==> src/rtl/rc4_ks_sched_if.sv <==
// Bus bundle between software/requesters/RC4 core and the rc4_ks_sched controller.
// slave: the controller side; master: the environment driving it.
interface rc4_ks_sched_if #(
    parameter int NREQ = 2,
    parameter int KW   = 10
);
    logic            key_wr;
    logic [7:0]      key_data;
    logic            key_start;
    logic            core_rst;
    logic [7:0]      core_pw;
    logic            core_ready;
    logic [KW-1:0]   core_k;
    logic [NREQ-1:0] req;
    logic [NREQ-1:0] gnt;
    logic [KW-1:0]   ks_data;
    logic            busy;
    logic            ready;
    logic            ovf;
    logic            err;

    modport slave (
        input  key_wr, key_data, key_start, core_ready, core_k, req,
        output core_rst, core_pw, gnt, ks_data, busy, ready, ovf, err
    );

    modport master (
        output key_wr, key_data, key_start, core_ready, core_k, req,
        input  core_rst, core_pw, gnt, ks_data, busy, ready, ovf, err
    );
endinterface

==> src/rtl/rc4_ks_sched.sv <==
// rc4_ks_sched: key buffer, RC4 core sequencer, keystream FIFO and
// round-robin arbiter for NREQ requesters.
// Optional WAIT-state watchdog enabled by defining RC4_KS_SCHED_TIMEOUT_EN.
module rc4_ks_sched #(
    parameter int KEY_SIZE    = 16,
    parameter int NREQ        = 2,
    parameter int FIFO_DEPTH  = 8,
    parameter int KW          = 10,
    parameter int TIMEOUT_CYC = 4095
) (
    input logic           clk,
    input logic           rst,
    rc4_ks_sched_if.slave bus
);
    localparam logic [2:0] S_IDLE = 3'd0;
    localparam logic [2:0] S_LOAD = 3'd1;
    localparam logic [2:0] S_WAIT = 3'd2;
    localparam logic [2:0] S_RUN  = 3'd3;
    localparam logic [2:0] S_RKEY = 3'd4;  // one-cycle core reset before a rekey LOAD

    localparam int WPW = $clog2(KEY_SIZE + 1);
    localparam int LCW = (KEY_SIZE > 1) ? $clog2(KEY_SIZE) : 1;
    localparam int AW  = $clog2(FIFO_DEPTH);
    localparam int RPW = (NREQ > 1) ? $clog2(NREQ) : 1;
    localparam int unsigned NR = NREQ;

    localparam logic [WPW-1:0] WP_FULL = WPW'(KEY_SIZE);
    localparam logic [LCW-1:0] LC_LAST = LCW'(KEY_SIZE - 1);
    localparam logic [AW:0]    F_FULL  = (AW + 1)'(FIFO_DEPTH);
    localparam logic [RPW-1:0] RR_LAST = RPW'(NREQ - 1);

    logic [2:0]      state;
    logic            core_rst_q;
    logic [7:0]      keybuf [KEY_SIZE];
    logic [WPW-1:0]  wptr;
    logic [LCW-1:0]  lcnt;
    logic [KW-1:0]   fifo [FIFO_DEPTH];
    logic [AW-1:0]   fhead;
    logic [AW-1:0]   ftail;
    logic [AW:0]     flevel;
    logic            ovf_q;
    logic            err_q;
    logic [RPW-1:0]  rr;

    logic            start_ok;
    logic            key_accept;
    logic            push;
    logic            pop;
    logic            full;
    logic            empty;
    logic            fifo_we;
    logic            timeout;
    logic [NREQ-1:0] gnt_c;
    logic [RPW-1:0]  gnt_idx;
    logic            found;
    int unsigned     idx;

    assign start_ok   = bus.key_start && (wptr == WP_FULL) &&
                        (state != S_LOAD) && (state != S_RKEY);
    assign key_accept = bus.key_wr && (wptr != WP_FULL) &&
                        (state != S_LOAD) && (state != S_RKEY);
    assign empty      = (flevel == '0);
    assign full       = (flevel == F_FULL);
    assign push       = bus.core_ready && ((state == S_WAIT) || (state == S_RUN)) &&
                        !start_ok && !timeout;
    assign pop        = |gnt_c;
    // A full FIFO still accepts a word when the head leaves in the same cycle.
    assign fifo_we    = push && (!full || pop);

`ifdef RC4_KS_SCHED_TIMEOUT_EN
    localparam int TW = $clog2(TIMEOUT_CYC + 1);
    logic [TW-1:0] wd_cnt;

    assign timeout = (state == S_WAIT) && !bus.core_ready && !start_ok &&
                     (wd_cnt == TW'(TIMEOUT_CYC - 1));

    // Watchdog: count WAIT cycles without core_ready; err is sticky until a rekey.
    always_ff @(posedge clk or posedge rst) begin
        if (rst) begin
            wd_cnt <= '0;
            err_q  <= 1'b0;
        end else if (start_ok) begin
            wd_cnt <= '0;
            err_q  <= 1'b0;
        end else if (timeout) begin
            wd_cnt <= '0;
            err_q  <= 1'b1;
        end else if ((state == S_WAIT) && !bus.core_ready) begin
            wd_cnt <= wd_cnt + TW'(1);
        end else begin
            wd_cnt <= '0;
        end
    end
`else
    assign timeout = 1'b0;
    assign err_q   = 1'b0;
`endif

    // Sequencer: owns the core reset and walks the key bytes into the core.
    always_ff @(posedge clk or posedge rst) begin
        if (rst) begin
            state      <= S_IDLE;
            core_rst_q <= 1'b1;
            lcnt       <= '0;
        end else begin
            case (state)
                S_IDLE: begin
                    if (start_ok) begin
                        state      <= S_LOAD;
                        core_rst_q <= 1'b0;
                        lcnt       <= '0;
                    end
                end
                S_LOAD: begin
                    if (lcnt == LC_LAST) begin
                        state <= S_WAIT;
                    end else begin
                        lcnt <= lcnt + LCW'(1);
                    end
                end
                S_WAIT: begin
                    if (start_ok) begin
                        state      <= S_RKEY;
                        core_rst_q <= 1'b1;
                    end else if (bus.core_ready) begin
                        state <= S_RUN;
                    end else if (timeout) begin
                        state      <= S_IDLE;
                        core_rst_q <= 1'b1;
                    end
                end
                S_RUN: begin
                    if (start_ok) begin
                        state      <= S_RKEY;
                        core_rst_q <= 1'b1;
                    end
                end
                S_RKEY: begin
                    state      <= S_LOAD;
                    core_rst_q <= 1'b0;
                    lcnt       <= '0;
                end
                default: begin
                    state      <= S_IDLE;
                    core_rst_q <= 1'b1;
                end
            endcase
        end
    end

    // Key write pointer: saturates at KEY_SIZE, rewound by a honoured start.
    always_ff @(posedge clk or posedge rst) begin
        if (rst) begin
            wptr <= '0;
        end else if (start_ok) begin
            wptr <= '0;
        end else if (key_accept) begin
            wptr <= wptr + WPW'(1);
        end
    end

    // Key storage: contents deliberately survive reset.
    always_ff @(posedge clk) begin
        if (key_accept) begin
            keybuf[wptr[LCW-1:0]] <= bus.key_data;
        end
    end

    // FIFO pointers, level and sticky overflow; a honoured start flushes.
    always_ff @(posedge clk or posedge rst) begin
        if (rst) begin
            fhead  <= '0;
            ftail  <= '0;
            flevel <= '0;
            ovf_q  <= 1'b0;
        end else if (start_ok) begin
            fhead  <= '0;
            ftail  <= '0;
            flevel <= '0;
            ovf_q  <= 1'b0;
        end else begin
            if (pop) begin
                fhead <= fhead + AW'(1);
            end
            if (fifo_we) begin
                ftail <= ftail + AW'(1);
            end
            if (fifo_we && !pop) begin
                flevel <= flevel + (AW + 1)'(1);
            end else if (pop && !fifo_we) begin
                flevel <= flevel - (AW + 1)'(1);
            end
            if (push && full && !pop) begin
                ovf_q <= 1'b1;
            end
        end
    end

    // FIFO storage.
    always_ff @(posedge clk) begin
        if (fifo_we) begin
            fifo[ftail] <= bus.core_k;
        end
    end

    // Round-robin search starting at rr; first set request wins.
    always_comb begin
        gnt_c   = '0;
        gnt_idx = '0;
        found   = 1'b0;
        idx     = 0;
        if ((state == S_RUN) && !empty) begin
            for (int unsigned i = 0; i < NR; i++) begin
                idx = i + 32'(rr);
                if (idx >= NR) begin
                    idx = idx - NR;
                end
                if (!found && bus.req[RPW'(idx)]) begin
                    found                = 1'b1;
                    gnt_c[RPW'(idx)]     = 1'b1;
                    gnt_idx              = RPW'(idx);
                end
            end
        end
    end

    // Round-robin pointer moves past the most recent winner.
    always_ff @(posedge clk or posedge rst) begin
        if (rst) begin
            rr <= '0;
        end else if (pop) begin
            rr <= (gnt_idx == RR_LAST) ? '0 : gnt_idx + RPW'(1);
        end
    end

    assign bus.core_rst = core_rst_q;
    assign bus.core_pw  = (state == S_LOAD) ? keybuf[lcnt] : 8'h00;
    assign bus.gnt      = gnt_c;
    assign bus.ks_data  = fifo[fhead];
    assign bus.busy     = (state == S_LOAD) || (state == S_WAIT) || (state == S_RKEY);
    assign bus.ready    = (state == S_RUN);
    assign bus.ovf      = ovf_q;
    assign bus.err      = err_q;
endmodule

==> src/flat_wrapper.sv <==
// flat-port wrapper written by rule: the top's interface ports become plain ports
module rc4_ks_sched_flat 
#(
    parameter int KEY_SIZE    = 16,
    parameter int NREQ        = 2,
    parameter int FIFO_DEPTH  = 8,
    parameter int KW          = 10,
    parameter int TIMEOUT_CYC = 4095
)
  (clk, rst, bus_key_wr, bus_key_data, bus_key_start, bus_core_ready, bus_core_k, bus_req, bus_core_rst, bus_core_pw, bus_gnt, bus_ks_data, bus_busy, bus_ready, bus_ovf, bus_err);
  rc4_ks_sched_if #(.NREQ(NREQ), .KW(KW)) bus_i ();
  input logic clk;
  input logic rst;
  input wire logic [$bits(bus_i.key_wr)-1:0] bus_key_wr;
  input wire logic [$bits(bus_i.key_data)-1:0] bus_key_data;
  input wire logic [$bits(bus_i.key_start)-1:0] bus_key_start;
  input wire logic [$bits(bus_i.core_ready)-1:0] bus_core_ready;
  input wire logic [$bits(bus_i.core_k)-1:0] bus_core_k;
  input wire logic [$bits(bus_i.req)-1:0] bus_req;
  output wire logic [$bits(bus_i.core_rst)-1:0] bus_core_rst;
  output wire logic [$bits(bus_i.core_pw)-1:0] bus_core_pw;
  output wire logic [$bits(bus_i.gnt)-1:0] bus_gnt;
  output wire logic [$bits(bus_i.ks_data)-1:0] bus_ks_data;
  output wire logic [$bits(bus_i.busy)-1:0] bus_busy;
  output wire logic [$bits(bus_i.ready)-1:0] bus_ready;
  output wire logic [$bits(bus_i.ovf)-1:0] bus_ovf;
  output wire logic [$bits(bus_i.err)-1:0] bus_err;
  assign bus_i.key_wr = bus_key_wr;
  assign bus_i.key_data = bus_key_data;
  assign bus_i.key_start = bus_key_start;
  assign bus_i.core_ready = bus_core_ready;
  assign bus_i.core_k = bus_core_k;
  assign bus_i.req = bus_req;
  assign bus_core_rst = bus_i.core_rst;
  assign bus_core_pw = bus_i.core_pw;
  assign bus_gnt = bus_i.gnt;
  assign bus_ks_data = bus_i.ks_data;
  assign bus_busy = bus_i.busy;
  assign bus_ready = bus_i.ready;
  assign bus_ovf = bus_i.ovf;
  assign bus_err = bus_i.err;
  rc4_ks_sched #(.KEY_SIZE(KEY_SIZE), .NREQ(NREQ), .FIFO_DEPTH(FIFO_DEPTH), .KW(KW), .TIMEOUT_CYC(TIMEOUT_CYC)) u_core (.clk(clk), .rst(rst), .bus(bus_i));
endmodule
==> config.mk <==
export PLATFORM = sky130hd
export DESIGN_NAME = rc4_ks_sched_flat
export DESIGN_NICKNAME = d
export VERILOG_FILES = /design/src/rtl/rc4_ks_sched_if.sv /design/src/rtl/rc4_ks_sched.sv /design/src/flat_wrapper.sv
export SDC_FILE = /design/constraint.sdc
export NUM_CORES = 1
export LEC_CHECK = 0
export CORE_MARGIN = 5
export CORE_UTILIZATION = 40
export CTS_CLUSTER_DIAMETER = 150
export DETAILED_ROUTE_END_ITERATION = 10
export GPL_TIMING_DRIVEN = 1
export PLACE_DENSITY_LB_ADDON = 0.25
export SKIP_CTS_REPAIR_TIMING = 1
export SLEW_MARGIN = 25
export SYNTH_ARGS = -nofsm -noshare
export SYNTH_HDL_FRONTEND = slang
export SYNTH_SLANG_ARGS = --single-unit
export TNS_END_PERCENT = 5
==> constraint.sdc <==
create_clock -name clk -period 4.24 [get_ports clk]
set_input_delay 0.636 -clock clk [delete_from_list [all_inputs] [get_ports clk]]
set_output_delay 0.636 -clock clk [all_outputs]
set_load 0.005 [all_outputs]
# --- Word-level counts from Yosys, hierarchy flattened ---
# Memories as Yosys holds them, arrays and structs flattened.
# Index checks and enable logic that the tools add are counted.
totals:
  input_bits: 25
  word_cells: 135
  out_inout_bits: 25
  memories: 2
  mem_bits_rw: 208
  regBits: 25
memory_table:
  columns: ["name", "depth", "word_bits", "rd", "rd_ports_with_merged_regs", "wr", "line_no", "rtl"]
  rows:
  - ["u_core.keybuf", 16, 8, 1, 0, 1, "rc4_ks_sched.sv:34", "logic [7:0] keybuf [KEY_SIZE];"]
  - ["u_core.fifo", 8, 10, 1, 0, 1, "rc4_ks_sched.sv:37", "logic [KW-1:0] fifo [FIFO_DEPTH];"]
classes:
  n_mux: 50
  bitwise_logic: 2
  magnitude_cmp: 6
  eq_ne: 16
  n_reduce_logical: 40
  addsub: 10
op_table:
  columns: ["cell", "count"]
  rows:
  - ["$mux 3", 9]
  - ["$mux 1", 24]
  - ["$mux 4", 5]
  - ["$logic_and 1x1->1", 17]
  - ["$pmux 3 s5", 1]
  - ["$pmux 4 s3", 1]
  - ["$mux 5", 2]
  - ["$add 4x1->4 const B", 2]
  - ["$eq 4x4->1 const B", 2]
  - ["$mux 2", 4]
  - ["$mux 8", 1]
  - ["$ne 2x1->1 const B", 4]
  - ["$reduce_bool 2->1", 4]
  - ["$add 3x1->3 const B", 2]
  - ["$eq 3x2->1 const B", 2]
  - ["$logic_not 1->1", 6]
  - ["$reduce_and 3->1", 2]
  - ["$reduce_bool 3->1", 2]
  - ["$add 5x1->5 const B", 1]
  - ["$eq 5x5->1 const B", 1]
  - ["$ne 5x5->1 const B", 1]
  - ["$logic_not 4->1", 1]
  - ["$logic_or 1x1->1", 4]
  - ["$lt 1x2->1 const B", 2]
  - ["other kinds (20)", 24]

# --- Logic depth before layout (Yosys ltp) ---
# Gate-level depths: netlist of run 1.
depth:
  ltp_word: 21
  depth_mapped: 14
  mapped_depth_nobuf: 13

# --- Worst setup path before layout of run 1 ---
# OpenSTA, ideal clock, no wires.
synth_timing:
  path_kind: "reg2reg"
  startpoint: "reg u_core.wptr[0]"
  endpoint: "reg u_core.flevel[3]"
  arrival_time_ns: 2.788
  stages_incl_launch_ff: 15
  period_less_slack_ns: 2.867
  setup_ns: 0.079
  path_buffers: 1
  t_required_ns: 4.161
  path_slack_ns: 1.373
  path_cell_list: "dfrtp_1 -> inv_1 -> ha_1 -> nor4bb_1 -> buf_4 -> a21oi_1 -> nand2_2 -> inv_1 -> ha_1 -> inv_1 -> ha_1 -> a21o_1 -> a21oi_1 -> mux2i_1 -> mux2i_1"
synth_between:
  elab_chain_cells: 10
  word_cells_on_any_way: 13
  cone_classes: "1 x eq/ne; 2 x mux; 10 x reduce/logical"
synth_rtl:
  columns: ["item", "line_no", "rtl"]
  rows:
  - ["start, declared", "rc4_ks_sched.sv:35", "logic [WPW-1:0] wptr;"]
  - ["start signal, assigned", "rc4_ks_sched.sv:158", "wptr <= wptr + WPW'(1);"]
  - ["$eq 5x5->1 (*)", "rc4_ks_sched.sv:58", "assign start_ok = bus.key_start && (wptr == WP_FULL) &&"]
  - ["$logic_and 1x1->1 (*) (2 in a row)", "rc4_ks_sched.sv:58", null]
  - ["$logic_and 1x1->1 (*)", "rc4_ks_sched.sv:59", "(state != S_LOAD) && (state != S_RKEY);"]
  - ["$logic_not 1->1", "rc4_ks_sched.sv:65", "!start_ok && !timeout;"]
  - ["$logic_and 1x1->1", "rc4_ks_sched.sv:64", "assign push = bus.core_ready && ((state == S_WAIT) || (state == S_RUN)) &&"]
  - ["$logic_and 1x1->1", "rc4_ks_sched.sv:68", "assign fifo_we = push && (!full || pop);"]
  - ["$logic_and 1x1->1 or $logic_not 1->1 (tied branches)", "rc4_ks_sched.sv:188, rc4_ks_sched.sv:190", null]
  - ["$mux 4 or $logic_and 1x1->1 (tied branches)", "rc4_ks_sched.sv:188, rc4_ks_sched.sv:190", null]
  - ["$mux 4 or $reduce_bool 3->1 (tied branches)", null, null]
  - ["end signal, assigned", "rc4_ks_sched.sv:189", "flevel <= flevel + (AW + 1)'(1);"]
  - ["end signal, assigned", "rc4_ks_sched.sv:191", "flevel <= flevel - (AW + 1)'(1);"]
  - ["end, declared", "rc4_ks_sched.sv:40", "logic [AW:0] flevel;"]
# Every way passes the cells marked *; elsewhere a longest branch is shown, timed or not.
# A chain may end at the register's enable or synchronous reset.

# --- Final worst setup path of run 1 ---
layout_timing:
  startpoint: "reg u_core.lcnt[3]"
  endpoint: "out bus_core_pw[2]"
layout_between:
  elab_chain_cells: 2
layout_rtl:
  columns: ["item", "line_no", "rtl"]
  rows:
  - ["start, declared", "rc4_ks_sched.sv:36", "logic [LCW-1:0] lcnt;"]
  - ["start signal, assigned", "rc4_ks_sched.sv:118", "lcnt <= lcnt + LCW'(1);"]
  - ["$mem_v2 16x8", null, null]
  - ["$mux 8", "rc4_ks_sched.sv:237", "assign bus.core_pw = (state == S_LOAD) ? keybuf[lcnt] : 8'h00;"]
  - ["end, declared", "flat_wrapper.sv:21", "output wire logic [$bits(bus_i.core_pw)-1:0] bus_core_pw;"]
# No other way between the ends.

==> impl_metrics.toml, run 1 <==
[critical_path]
end_kind = "primary output"
cp-start-kind = "flop"
cp_slowest_cell = "dfrtp_1"
path_buf_inv = 2
cp_cell_sequence = "clkinv_1, a221oi_1, o21ai_0, a21oi_1, clkdlybuf4s50_1"
worstPathMaxFanout = 11
max_stage_delay_ns = 0.61
cp.arrival_ns = 2.93
cp.required_ns = 3.60
rr_worst_depth = 14
critPathTopFamily = "buffers and inverters"
critical_path_class = "reg2out"
path_depth = 5

[placement]
dpl.cell_count = 900
portBuffers = 48
dpl_cell_area_um2 = 10500
place_hpwl_um = 12500
place_ws_ns = 0.779
gp_congestion = 0.872

[cells_and_area]
fillers = 2001
nets = 644
seq_area_um2 = 6880
area_growth_pct = 17.2
final_layout_size_suffix_gt1_share_pct = 17.2
mostFrequentLayoutCell = "edfxtp_1"
finalNonFillerCells = 946
final_area_um2 = 11300
multi_input_area_um2 = 2540
layout_common_cells = "edfxtp_1, clkdlybuf4s50_1, nor2_1, mux2i_1, mux4_2"
final_core_util_pct = 47.9
antenna_cells = 0

[floorplanning]
start_util_pct = 40.9
rows = 56
core-area_um2 = 23600
die_w_um = 165
die_area_um2 = 27300
die_h_um = 165
ios = 50

[synth]
syn_area_um2 = 9650
seq_area_frac_synth_pct = 71.2
synth_edf_count = 208
ys_warn_count = 0
synthArstFlopShare_pct = 10.7
synth_fp_nets = 579
syn_area_per_cell_um2 = 17.8
synth_flop_cell = "edfxtp_1"
synth.distinct_cells = 58
synth_seq_cells = 233
synthCells = 543

[cts]
clock_latency_ns = 0.52
clkTransAtPathRegs_ns = 0.06
h-tree-depth = 1
root_buffer = "clkbuf_16"
tritoncts = "done"
cts.sinks = 233
cts_buffers = 25
cts_buffer_depth = 3

[detailed_routing]
vias = 5024
firstDrtPassIters = 4
ant_nets = 0
via_per_inst = 5.31
routedWlPerCell_um = 20.2
wl_um = 19100
first_iter_violations = 410
drc = 0

[timing]
period_needed_ns = 3.56
layout_setup_ws_ns = 0.676
hold_viol = 0
worstMarginPinSlew_ns = 0.983
skew_ns = 0.0127
setup_viol_count_final = 0
drv_slew = 0
fin_setup_tns_ns = 0
relSlewSlack_pct = 34.2
period_share_pct = 84.1
hold_ws_ns = 0.483
rsz0062_at_grt = "no"
clock.fmax_mhz = 281

[worst_hold_path]
hp-class = "in2async"

[grt]
grt_pass1_wl_um = 30300
grtUsageTotal_pct = 14.3
antenna_found_initial = 0
grt_max_degree = 33
grt_overflow_total = 0
grt_pass1_vias = 5210

[power_and_ir_drop]
power_density_nw_per_um2 = 679
finalPower_mw = 7.69
p_leak_nw = 3.87
ir_worst_vdd_mv = 0.310

[run]
maxCapViolCount = 0

[outcome]
status = "finished, final reports clean"
## sequential cells by signal, summed over array words and instances, names as in the netlist, 3 cells and up
name and cells:
u_core.lcnt 4, u_core.flevel 4, u_core.keybuf 128, u_core.ftail 3, u_core.fifo 80, u_core.wptr 5
u_core.state 3, u_core.fhead 3
## worst paths after layout
path | from | end | slack, ns
setup / recovery | u_core.lcnt[3] | bus_core_pw[2] | 0.68
hold / removal | rst | u_core.flevel[0] | 0.48
setup reg to reg | u_core.wptr[0] | u_core.flevel[3] | 0.88
hold reg to reg | u_core.bus.ovf | u_core.bus.ovf | 0.51
max in group asynchronous | rst | u_core.lcnt[0] | 3.35
min in group clk | u_core.bus.ovf | u_core.bus.ovf | 0.51
## synthesized netlist by cell type (all sizes together) (2+ instances only)
cell,instances,area [um2]
dfrtp,24,601
nand2b,4,25.0
buf,20,168
a221oi,14,123
nand2,16,62.6
clkbuf,6,23.8
edfxtp,208,6250
o211ai,6,50.1
xor2,5,43.8
and2,5,31.3
xnor2,5,43.8
a21oi,17,96.4
nand4,2,12.5
nor3,11,60.1
mux2i,33,330
mux4,38,882
and3,2,13.8
mux2,12,135
nor4,3,18.8
nor2,34,128
o21ai,12,60.1
inv,17,63.8
nand3,8,40.0
a22oi,8,60.1
ha,10,125
nor3b,2,20.0
nand3b,4,30.0
## worst register-to-register path, stage by stage (launching register included)
cell      delay, ns
dfrtp_1        0.45
inv_1          0.10
ha_1           0.25
nor4bb_1       0.15
buf_4          0.18
a21oi_1        0.35
nand2_2        0.22
inv_1          0.10
ha_1           0.23
inv_1          0.10
ha_1           0.30
a21o_1         0.17
a21oi_1        0.18
mux2i_1        0.27
mux2i_1        0.22
## metal layers
layer  GRT usage [%]  part of all wire, %  up-vias
met5               0                    0        -
met4            3.71                  2.0        0
met3            2.76                  5.3       32
met2            24.5                   51       99
met1            19.0                   42     2592
li1                -                    -     2301
## cell families (layout without fill, tap and decap cells)
group,count (synthesis),in the layout,synth area share (%)
adders and majority gates,11,11,1.50
muxes,83,83,14.0
xor gates and xnor gates,10,10,0.908
AOI/OAI and AO/OA,68,68,4.94
buffers and inverters,44,128,2.68
other,1,1,0.0389
DFF,233,233,71.2
and+or+nand+nor,93,93,4.75
## layout make-up
cell class,instances,area share (%)
flip-flops and latches,233,60.8
multi-input cells,266,22.4
clock buffers,31,5.73
repair buffers,64,5.42
well taps,319,3.53
clock inverters,15,1.55
inverters,18,0.597
## report_power, final
group / switching (mW) / internal, mW
registers: 0.292 / 2.85
logic: 1.20 / 1.19
clock network: 0.876 / 1.28
Note: power is estimated with default switching activity, not from simulation.
==> run 2: changes to the inputs <==
==> constraint.sdc (replaced) <==
create_clock -name clk -period 3.3 [get_ports clk]
set_input_delay 0.495 -clock clk [delete_from_list [all_inputs] [get_ports clk]]
set_output_delay 0.495 -clock clk [all_outputs]
set_load 0.005 [all_outputs]
==> impl_metrics.toml, run 2 (synthesis gave the netlist of run 1 again) <==
[outcome]
status = "finished, final reports clean"

[run]
maxCapViolCount = 0

[cells_and_area]
finalNonFillerCells = 968
largest_reg_flops = 128
area_growth_pct = 19.7
antenna_cells = 0
layout_common_cells = "edfxtp_1, clkdlybuf4s50_1, buf_4, nor2_1, mux2i_1"
final_layout_size_suffix_gt1_share_pct = 21.1
final_area_um2 = 11500
mostFrequentLayoutCell = "edfxtp_1"
nets = 667

[critical_path]
r2r-start = "u_core.wptr[0]"
path_buf_inv = 1
end_kind = "primary output"
cp.required_ns = 2.80
cp.arrival_ns = 2.73
cp-start-kind = "flop"
worstPathMaxFanout = 15
critPathTopFamily = "compound AO/OA/AOI/OAI gates"
cp_slowest_cell = "clkdlybuf4s50_1"
r2r_end = "u_core.flevel[3]"
cp_cell_sequence = "and2_2, a221oi_1, o21ai_0, a21oi_1, clkdlybuf4s50_1"
rr_worst_depth = 14
regToRegSetupSlack_ns = 0.26
max_stage_delay_ns = 0.54
critical_path_class = "reg2out"

[power_and_ir_drop]
p_leak_nw = 4.03
ir_worst_vdd_mv = 0.366
switching_share_pct = 30.1
intPower_mw = 7.08
seqPwrFrac_pct = 39.1
combPwrFrac_pct = 33.2
p_clk_share_pct = 27.7
power.switching_mw = 3.04
power_density_nw_per_um2 = 876

[grt]
grt_max_degree = 29
grtUsageTotal_pct = 14.2
grt_overflow_total = 0
antenna_found_initial = 0
grt_pass1_vias = 5168
grt_pass1_wl_um = 30000

[timing]
period_needed_ns = 3.23
relSlewSlack_pct = 56.1
rsz0062_at_grt = "yes"
period_share_pct = 97.7
fin_setup_tns_ns = 0
worstMarginPinSlew_ns = 0.655
hold_viol = 0
skew_ns = 0.0161
drv_slew = 0
setup_viol_count_final = 0
clock.fmax_mhz = 310

[placement]
place_hpwl_um = 12400
gp_congestion = 0.864
dpl.cell_count = 916
dpl_cell_area_um2 = 10600
portBuffers = 48

[floorplanning]
die_area_um2 = 27300
rows = 56
start_util_pct = 40.9
core-area_um2 = 23600
ios = 50
die_w_um = 165
die_h_um = 165

[cts]
cts_buffers = 25
tritoncts = "done"
root_buffer = "clkbuf_16"
cts.sinks = 233
cts_buffer_depth = 3
h-tree-depth = 1
clkTransAtPathRegs_ns = 0.06
clock_latency_ns = 0.51

[detailed_routing]
wl_um = 19200
first_iter_violations = 352
drc = 0
vias = 5025
routedWlPerCell_um = 19.8
ant_nets = 0
firstDrtPassIters = 5
via_per_inst = 5.19

[worst_hold_path]
hp-class = "in2async"
-- run 2: area by class of cell --
class,instances,area (um2)
flip-flops and latches,233,6880
clock buffers,30,687
clock inverters,15,156
multi-input cells,266,2540
inverters,18,67.6
well taps,319,399
repair buffers,87,823
fillers,1966,12100
-- run 2: routing by layer --
metal | share of wire [%] | global-route usage, % | up-vias | routed length [um]
met5 | 0 | 0 | - | 0
met4 | 1.6 | 3.19 | 0 | 312
met3 | 4.9 | 2.11 | 24 | 933
met2 | 50 | 24.4 | 97 | 9640
met1 | 43 | 19.3 | 2573 | 8300
li1 | - | - | 2331 | -
-- run 2: power by group through the flow --
stage / combinational (mW) / sequential (mW) / clock [mW]
floorplan: 2.30 / 3.87 / 0
global placement: 3.23 / 3.98 / 0
detailed placement: 3.28 / 4.02 / 0
CTS: 3.30 / 3.96 / 2.87
global route: 3.66 / 4.00 / 3.00
finish: 3.36 / 3.95 / 2.81
-- run 2: how the worst max path moves through the flow --
stage                         from          endpoint  slack, ns  depth (start not counted)
finish              u_core.lcnt[2]    bus_core_pw[7]       0.07                          5
global route        u_core.lcnt[0]    bus_core_pw[7]      -0.05                          6
CTS                 u_core.lcnt[2]    bus_core_pw[6]      -0.05                          5
detailed placement      bus_req[0]  u_core.flevel[3]       0.16                         12
global placement        bus_req[0]  u_core.flevel[3]       0.28                         12
floorplan           u_core.wptr[0]  u_core.flevel[3]       0.43                         14
-- run 2: metrics by stage --
stage / setup WS [ns] / hold slack (ns) / power (mW) / utilization (%)
2_1_floorplan: 0.433 / 0.473 / 6.17 / -
3_3_place_gp: 0.281 / 0.495 / 7.21 / 45.0
3_5_place_dp: 0.161 / 0.511 / 7.30 / 45.0
4_1_cts: -0.0506 / 0.525 / 10.1 / 48.6
5_1_grt: -0.0471 / 0.416 / 10.7 / 48.9
6_report: 0.0748 / 0.360 / 10.1 / 48.9
